File: src/rtl/video_grayscale_stage_if.sv
// video_grayscale_stage_if: RGB565 pixel stream into and out of the grayscale stage, plus frame status
interface video_grayscale_stage_if;
  logic [15:0] data_in;
  logic        valid_in;
  logic        startofpacket_in;
  logic        endofpacket_in;
  logic        ready_out;
  logic [15:0] data_out;
  logic        valid_out;
  logic        startofpacket_out;
  logic        endofpacket_out;
  logic        ready_in;
  logic        frame_error;
  logic [15:0] frame_count;
  modport slave (
    input  data_in, valid_in, startofpacket_in, endofpacket_in, ready_in,
    output ready_out, data_out, valid_out, startofpacket_out, endofpacket_out, frame_error, frame_count
  );
  modport master (
    output data_in, valid_in, startofpacket_in, endofpacket_in, ready_in,
    input  ready_out, data_out, valid_out, startofpacket_out, endofpacket_out, frame_error, frame_count
  );
endinterface

File: src/rtl/video_grayscale_stage.sv
// video_grayscale_stage: RGB565 to grey RGB565 through a 2-entry skid buffer; geometry check under VIDEO_FRAME_CHECK_EN
module video_grayscale_stage #(
  parameter int WIDTH  = 320,
  parameter int HEIGHT = 240
) (
  input logic clk,
  input logic reset,
  video_grayscale_stage_if.slave s
);
  logic [7:0]  r8, g8, b8;
  logic [15:0] sum;
  logic [5:0]  y6;
  logic [17:0] beat, out_q, out_d, skid_q, skid_d;
  logic        vld_q, vld_d, full_q, full_d, acc, free;
  assign s.ready_out         = ~reset & ~full_q;
  assign s.valid_out         = vld_q;
  assign s.startofpacket_out = out_q[17];
  assign s.endofpacket_out   = out_q[16];
  assign s.data_out          = out_q[15:0];
  assign acc                 = s.valid_in & s.ready_out;
  assign free                = ~vld_q | s.ready_in;
  // luma of the incoming pixel, replicated into all three channels with its framing flags
  always_comb begin
    r8   = {s.data_in[15:11], s.data_in[15:13]};
    g8   = {s.data_in[10:5], s.data_in[10:9]};
    b8   = {s.data_in[4:0], s.data_in[4:2]};
    sum  = 16'd77 * r8 + 16'd150 * g8 + 16'd29 * b8;
    y6   = 6'(sum >> 10);
    beat = {s.startofpacket_in, s.endofpacket_in, y6[5:1], y6, y6[5:1]};
  end
  // output register refills from the skid first so beat order is kept
  always_comb begin
    vld_d  = free ? (full_q | acc) : vld_q;
    out_d  = free ? (full_q ? skid_q : (acc ? beat : out_q)) : out_q;
    full_d = free ? (full_q & acc) : (full_q | acc);
    skid_d = (acc & (full_q | ~free)) ? beat : skid_q;
  end
  // pipeline state
  always_ff @(posedge clk) begin
    if (reset) begin
      vld_q  <= 1'b0;
      full_q <= 1'b0;
      out_q  <= '0;
      skid_q <= '0;
    end else begin
      vld_q  <= vld_d;
      full_q <= full_d;
      out_q  <= out_d;
      skid_q <= skid_d;
    end
  end
`ifdef VIDEO_FRAME_CHECK_EN
  localparam logic [15:0] x_last = 16'(WIDTH - 1);
  localparam logic [15:0] y_last = 16'(HEIGHT - 1);
  logic [15:0] x_q, x_d, y_q, y_d, cnt_q, cnt_d;
  logic        err_q, err_d, at0, atl, bad;
  assign s.frame_error = err_q;
  assign s.frame_count = cnt_q;
  // raster position tracking: EOP ends a frame, a stray SOP restarts one, the last pixel wraps
  always_comb begin
    at0   = x_q == 16'd0 && y_q == 16'd0;
    atl   = x_q == x_last && y_q == y_last;
    bad   = (s.startofpacket_in ^ at0) | (s.endofpacket_in ^ atl);
    err_d = acc & bad;
    cnt_d = cnt_q + 16'(acc & s.endofpacket_in & ~bad);
    x_d   = ~acc ? x_q : s.endofpacket_in ? '0 : s.startofpacket_in ? 16'd1 : (atl | x_q == x_last) ? '0 : x_q + 16'd1;
    y_d   = ~acc ? y_q : (s.endofpacket_in | s.startofpacket_in | atl) ? '0 : x_q == x_last ? y_q + 16'd1 : y_q;
  end
  // checker state
  always_ff @(posedge clk) begin
    if (reset) begin
      x_q   <= '0;
      y_q   <= '0;
      cnt_q <= '0;
      err_q <= 1'b0;
    end else begin
      x_q   <= x_d;
      y_q   <= y_d;
      cnt_q <= cnt_d;
      err_q <= err_d;
    end
  end
`else
  logic [31:0] unused_geom;
  assign unused_geom   = WIDTH + HEIGHT;
  assign s.frame_error = 1'b0;
  assign s.frame_count = '0;
`endif
endmodule

File: src/flat_wrapper.sv
// flat-port wrapper written by rule: the top's interface ports become plain ports
module video_grayscale_stage_flat 
#(
  parameter int WIDTH  = 320,
  parameter int HEIGHT = 240
)
  (clk, reset, s_data_in, s_valid_in, s_startofpacket_in, s_endofpacket_in, s_ready_in, s_ready_out, s_data_out, s_valid_out, s_startofpacket_out, s_endofpacket_out, s_frame_error, s_frame_count);
  video_grayscale_stage_if s_i ();
  input logic clk;
  input logic reset;
  input wire logic [$bits(s_i.data_in)-1:0] s_data_in;
  input wire logic [$bits(s_i.valid_in)-1:0] s_valid_in;
  input wire logic [$bits(s_i.startofpacket_in)-1:0] s_startofpacket_in;
  input wire logic [$bits(s_i.endofpacket_in)-1:0] s_endofpacket_in;
  input wire logic [$bits(s_i.ready_in)-1:0] s_ready_in;
  output wire logic [$bits(s_i.ready_out)-1:0] s_ready_out;
  output wire logic [$bits(s_i.data_out)-1:0] s_data_out;
  output wire logic [$bits(s_i.valid_out)-1:0] s_valid_out;
  output wire logic [$bits(s_i.startofpacket_out)-1:0] s_startofpacket_out;
  output wire logic [$bits(s_i.endofpacket_out)-1:0] s_endofpacket_out;
  output wire logic [$bits(s_i.frame_error)-1:0] s_frame_error;
  output wire logic [$bits(s_i.frame_count)-1:0] s_frame_count;
  assign s_i.data_in = s_data_in;
  assign s_i.valid_in = s_valid_in;
  assign s_i.startofpacket_in = s_startofpacket_in;
  assign s_i.endofpacket_in = s_endofpacket_in;
  assign s_i.ready_in = s_ready_in;
  assign s_ready_out = s_i.ready_out;
  assign s_data_out = s_i.data_out;
  assign s_valid_out = s_i.valid_out;
  assign s_startofpacket_out = s_i.startofpacket_out;
  assign s_endofpacket_out = s_i.endofpacket_out;
  assign s_frame_error = s_i.frame_error;
  assign s_frame_count = s_i.frame_count;
  video_grayscale_stage #(.WIDTH(WIDTH), .HEIGHT(HEIGHT)) u_core (.clk(clk), .reset(reset), .s(s_i));
endmodule
File: config.mk
export PLATFORM = sky130hd
export DESIGN_NAME = video_grayscale_stage_flat
export DESIGN_NICKNAME = d
export VERILOG_FILES = /design/src/rtl/video_grayscale_stage_if.sv /design/src/rtl/video_grayscale_stage.sv /design/src/flat_wrapper.sv
export SDC_FILE = /design/constraint.sdc
export NUM_CORES = 1
export LEC_CHECK = 0
export CAP_MARGIN = 20
export CORE_ASPECT_RATIO = 1.4
export CORE_MARGIN = 4
export CORE_UTILIZATION = 51
export DETAILED_ROUTE_END_ITERATION = 10
export MAX_ROUTING_LAYER = met4
export PLACE_DENSITY = 0.8
export SETUP_SLACK_MARGIN = 0.2
export SYNTH_ARGS = -nofsm -noshare
export SYNTH_HDL_FRONTEND = slang
export SYNTH_SLANG_ARGS = --single-unit
File: constraint.sdc
create_clock -name clk -period 6.7 [get_ports clk]
set_input_delay 0.67 -clock clk [delete_from_list [all_inputs] [get_ports clk]]
set_output_delay 0.67 -clock clk [all_outputs]
set_load 0.005 [all_outputs]
==> impl_results.md <==
- Run status: completed
- Core area: approximately 7500 um2
- Final setup margin: 477 ps
- Cts-stage hold buffer count: 0
- Footprint of the multi-input gates: 3310 um2
- Largest net degree at the start of global routing: 17
- Commonest cells after routing, fill and taps aside: 89 x inv_1, 73 x ha_1, 53 x fa_1
- Final core utilization: about two thirds
- DRT Pass-1 Iters: 4
- Clock transition at the registers of the reported paths: 70 ps
- Final Max Tran Viols: 0
- Bufs on Longest Clock Path: 2
- Antenna-violating nets left: 0
- H-tree level count: 1
- Routing usage on met3: under 10%
- Row Count: 37
- Placed wire-length estimate: 7120 um
- Reg area: approximately 360 um2
- First-pass GRT wire length: approximately 15000 um
- Unique masters post-synth: 41
- Clk sinks: 18
- Total Routing Usage GR: between 20% and 30%
- Hold WC Path Type: flop to flop
- Setup Slack @ Placement: -397 ps
- Commonest non-fill, non-tap cell in the layout: inv_1
- Cell mode on critical path: fa_1
- Fill cells: between 500 and 600
- Share of cells above drive strength 1: 15.3%
- Slew HR: 41.7%
- Synth Register Bits: 18
- Layout Skew: ~1.4 ps
- Critical Path RT: 6790 ps
- DR WL/cell: 14.9 um
- Num CTS Buffers: 3
- Number of global-route vias before repair: approximately 3300
- Crit share post-route: between 90% and 100%
- Initial Util: between 50% and 60%
- Slowest cell on the critical path: fa_1
- Grt met1 use: 22.2%
- Routed WL: ~8700 um
- Die width: 82.5 um
- Global routing's busiest layer: met2
- Crit start category: input pin
- Share of the yosys chip area belonging to registers: 9.10%
- Post-route cell area: 4830 um2
- Fmax: between 0.15 and 0.2 GHz
- Clock root cell: clkbuf_8
- Area Growth Syn to Fin: 22.0%
- Routed vias/inst: approximately 5.2
- Total Nets Final: between 600 and 700
- Setup-failing EPs final: 0
- Crit Path Class: input pin to flop
- CTS tree: yes
- Warnings, synthesis: 0
- Grt ovf: 0
- Die area: 9260 um2
- Post-Syn Instances: approximately 430
- DRC Markers: 0
- Clk_lat worst skew: between 200 and 300 ps
- Diodes inserted: 0
- Worst stage delay on the critical path: 550 ps
- DR vias: between 3000 and 4000
- Syn Area/Cell: around 9.3 um2
- Critical path, cell by cell: clkbuf_2 -> ha_4 -> ha_4 -> inv_2 -> fa_1 -> inv_2 -> fa_1 -> ha_4 -> xor2_2 -> fa_1 -> fa_1 -> inv_1 -> fa_1 -> fa_1 -> inv_2 -> ha_4 -> nand3_4 -> a21oi_4 -> a21oi_4 -> o41a_1 -> and3_4 -> o21ai_2 -> a31oi_1
- CP endpoint kind: flop
- Crit Path Max Fanout: 4
- Chip height: approximately 110 um
- RSZ-0062 raised after global routing: false
- Buffers on Ports: just over 40
- Placer Congestion: slightly below 1
- Worst EP arrival: approximately 6300 ps
- Met2 Use GR: a little under two fifths
- I/O Pins: between 50 and 60
- Dpl cell area: between 4000 and 5000 um2
- Initial antenna violation count: 0
- Iteration-0 DRC Markers: approximately 110
- Worst-margin pin slew: between 800 and 900 ps
- Synth Cell Area: between 3000 and 4000 um2
- Final min period: between 6000 and 7000 ps
- Final hold violations: 0
- Max-cap viol count: 0
-- metrics by stage --
| stage | hold WS (ps) | TNS (ps) | std cells |
|---|---|---|---|
| 3_3_place_gp | 441 | -667 | 574 |
| 6_report | 460 | 0 | 581 |
| 5_1_grt | 490 | 0 | 581 |
| 3_5_place_dp | 454 | -2620 | 574 |
| 4_1_cts | 463 | 0 | 579 |
| 2_1_floorplan | 436 | 0 | 441 |
-- layer usage --
layer	up-vias	wire length, um
met2	78	4910
met4	0	267
met1	1475	3260
met3	26	223
li1	1467	-
met5	-	0
-- worst max-delay path, delay by kind of cell --
kind                     cells  cell delay, ps
adder cells (fa/ha/maj)     10            4040
AO/OA/AOI/OAI                5             880
buffers and inverters        5             280
AND/OR/NAND/NOR              2             250
XOR/XNOR                     1             170
-- worst paths after layout --
check | startpoint | endpoint | slack, ps | cells after the start
worst max register to register | u_core.full_q | u_core.skid_q[14] | 4850 | 5
worst max-delay path | s_data_in[9] | u_core.out_q[15] | 480 | 23
worst min-delay path | u_core.skid_q[16] | u_core.skid_q[16] | 460 | 2
worst min register to register | u_core.skid_q[16] | u_core.skid_q[16] | 460 | 2
-- layout make-up --
type / count / area share (%)
Clock buffer: 4 / 1.14
Inverter: 95 / 7.38
Multi-Input combinational cell: 297 / 68.5
Sequential cell: 18 / 7.46
Tap cell: 97 / 2.51
Timing Repair Buffer: 70 / 13.0
-- cells by family (layout without fill, tap and decap cells) --
logic type      after synthesis  after routing  share of synthesized area, %
compound gates               61             61                          10.7
xor+xnor                     14             14                          3.10
mux                           6              6                          1.52
other cells                   1             17                        0.0947
flops                        18             18                          9.10
simple gates                 62             62                          7.27
fa+ha+maj                   137            137                          53.5
buf+inv                     126            169                          14.7
-- repair_timing --
item | in CTS | in global routing
pin swaps | 15 | 33
setup endpoints to repair | 11 | 12
setup buffers | 1 | 2
resized for setup | 13 | 34
-- state kept, by name (all words and copies together), names as in the netlist --
name	flops
u_core.skid_q	8
u_core.out_q	8
u_core.full_q	1
u_core.s.valid_out	1
-- cell usage after synthesis --
cell       instances  area [um2]
conb_1             1        3.75
o41a_1             1        11.3
dfxtp_1           18         360
xnor2_1            7        61.3
inv_1             94         353
o21ai_2            1        8.76
xor2_1             7        61.3
or2_2              2        12.5
a21oi_4            1        16.3
mux2i_1            6        60.1
a31oi_1            5        31.3
ha_1              83        1040
or3_1              2        12.5
o21bai_2           2        22.5
nor2_1            14        52.6
o21a_1             2        15.0
clkinv_1           1        3.75
o21ai_0            8        40.0
clkbuf_1           3        11.3
nand3b_1           2        15.0
nor3_1             3        15.0
buf_4             27         203
and3_1             2        12.5
a211o_1            1        8.76
nand3_1           11        55.1
a21oi_1           17        85.1
a2111oi_2          2        30.0
a211oi_1           5        37.5
a21o_1             6        45.0
buf_6              1        11.3
fa_1              54        1080
a221oi_1           1        8.76
nor2b_1            1        6.26
a21oi_2            1        8.76
a311oi_1           2        17.5
nand2_1           20        75.1
o311a_1            1        10.0
nand4_1            3        18.8
o211ai_1           1        7.51
o21ai_1            4        20.0
nand2b_1           2        12.5
Power is left out: the tool's default activity adds up to more than one toggle a clock period on the data nets, which glitch-free logic cannot reach.
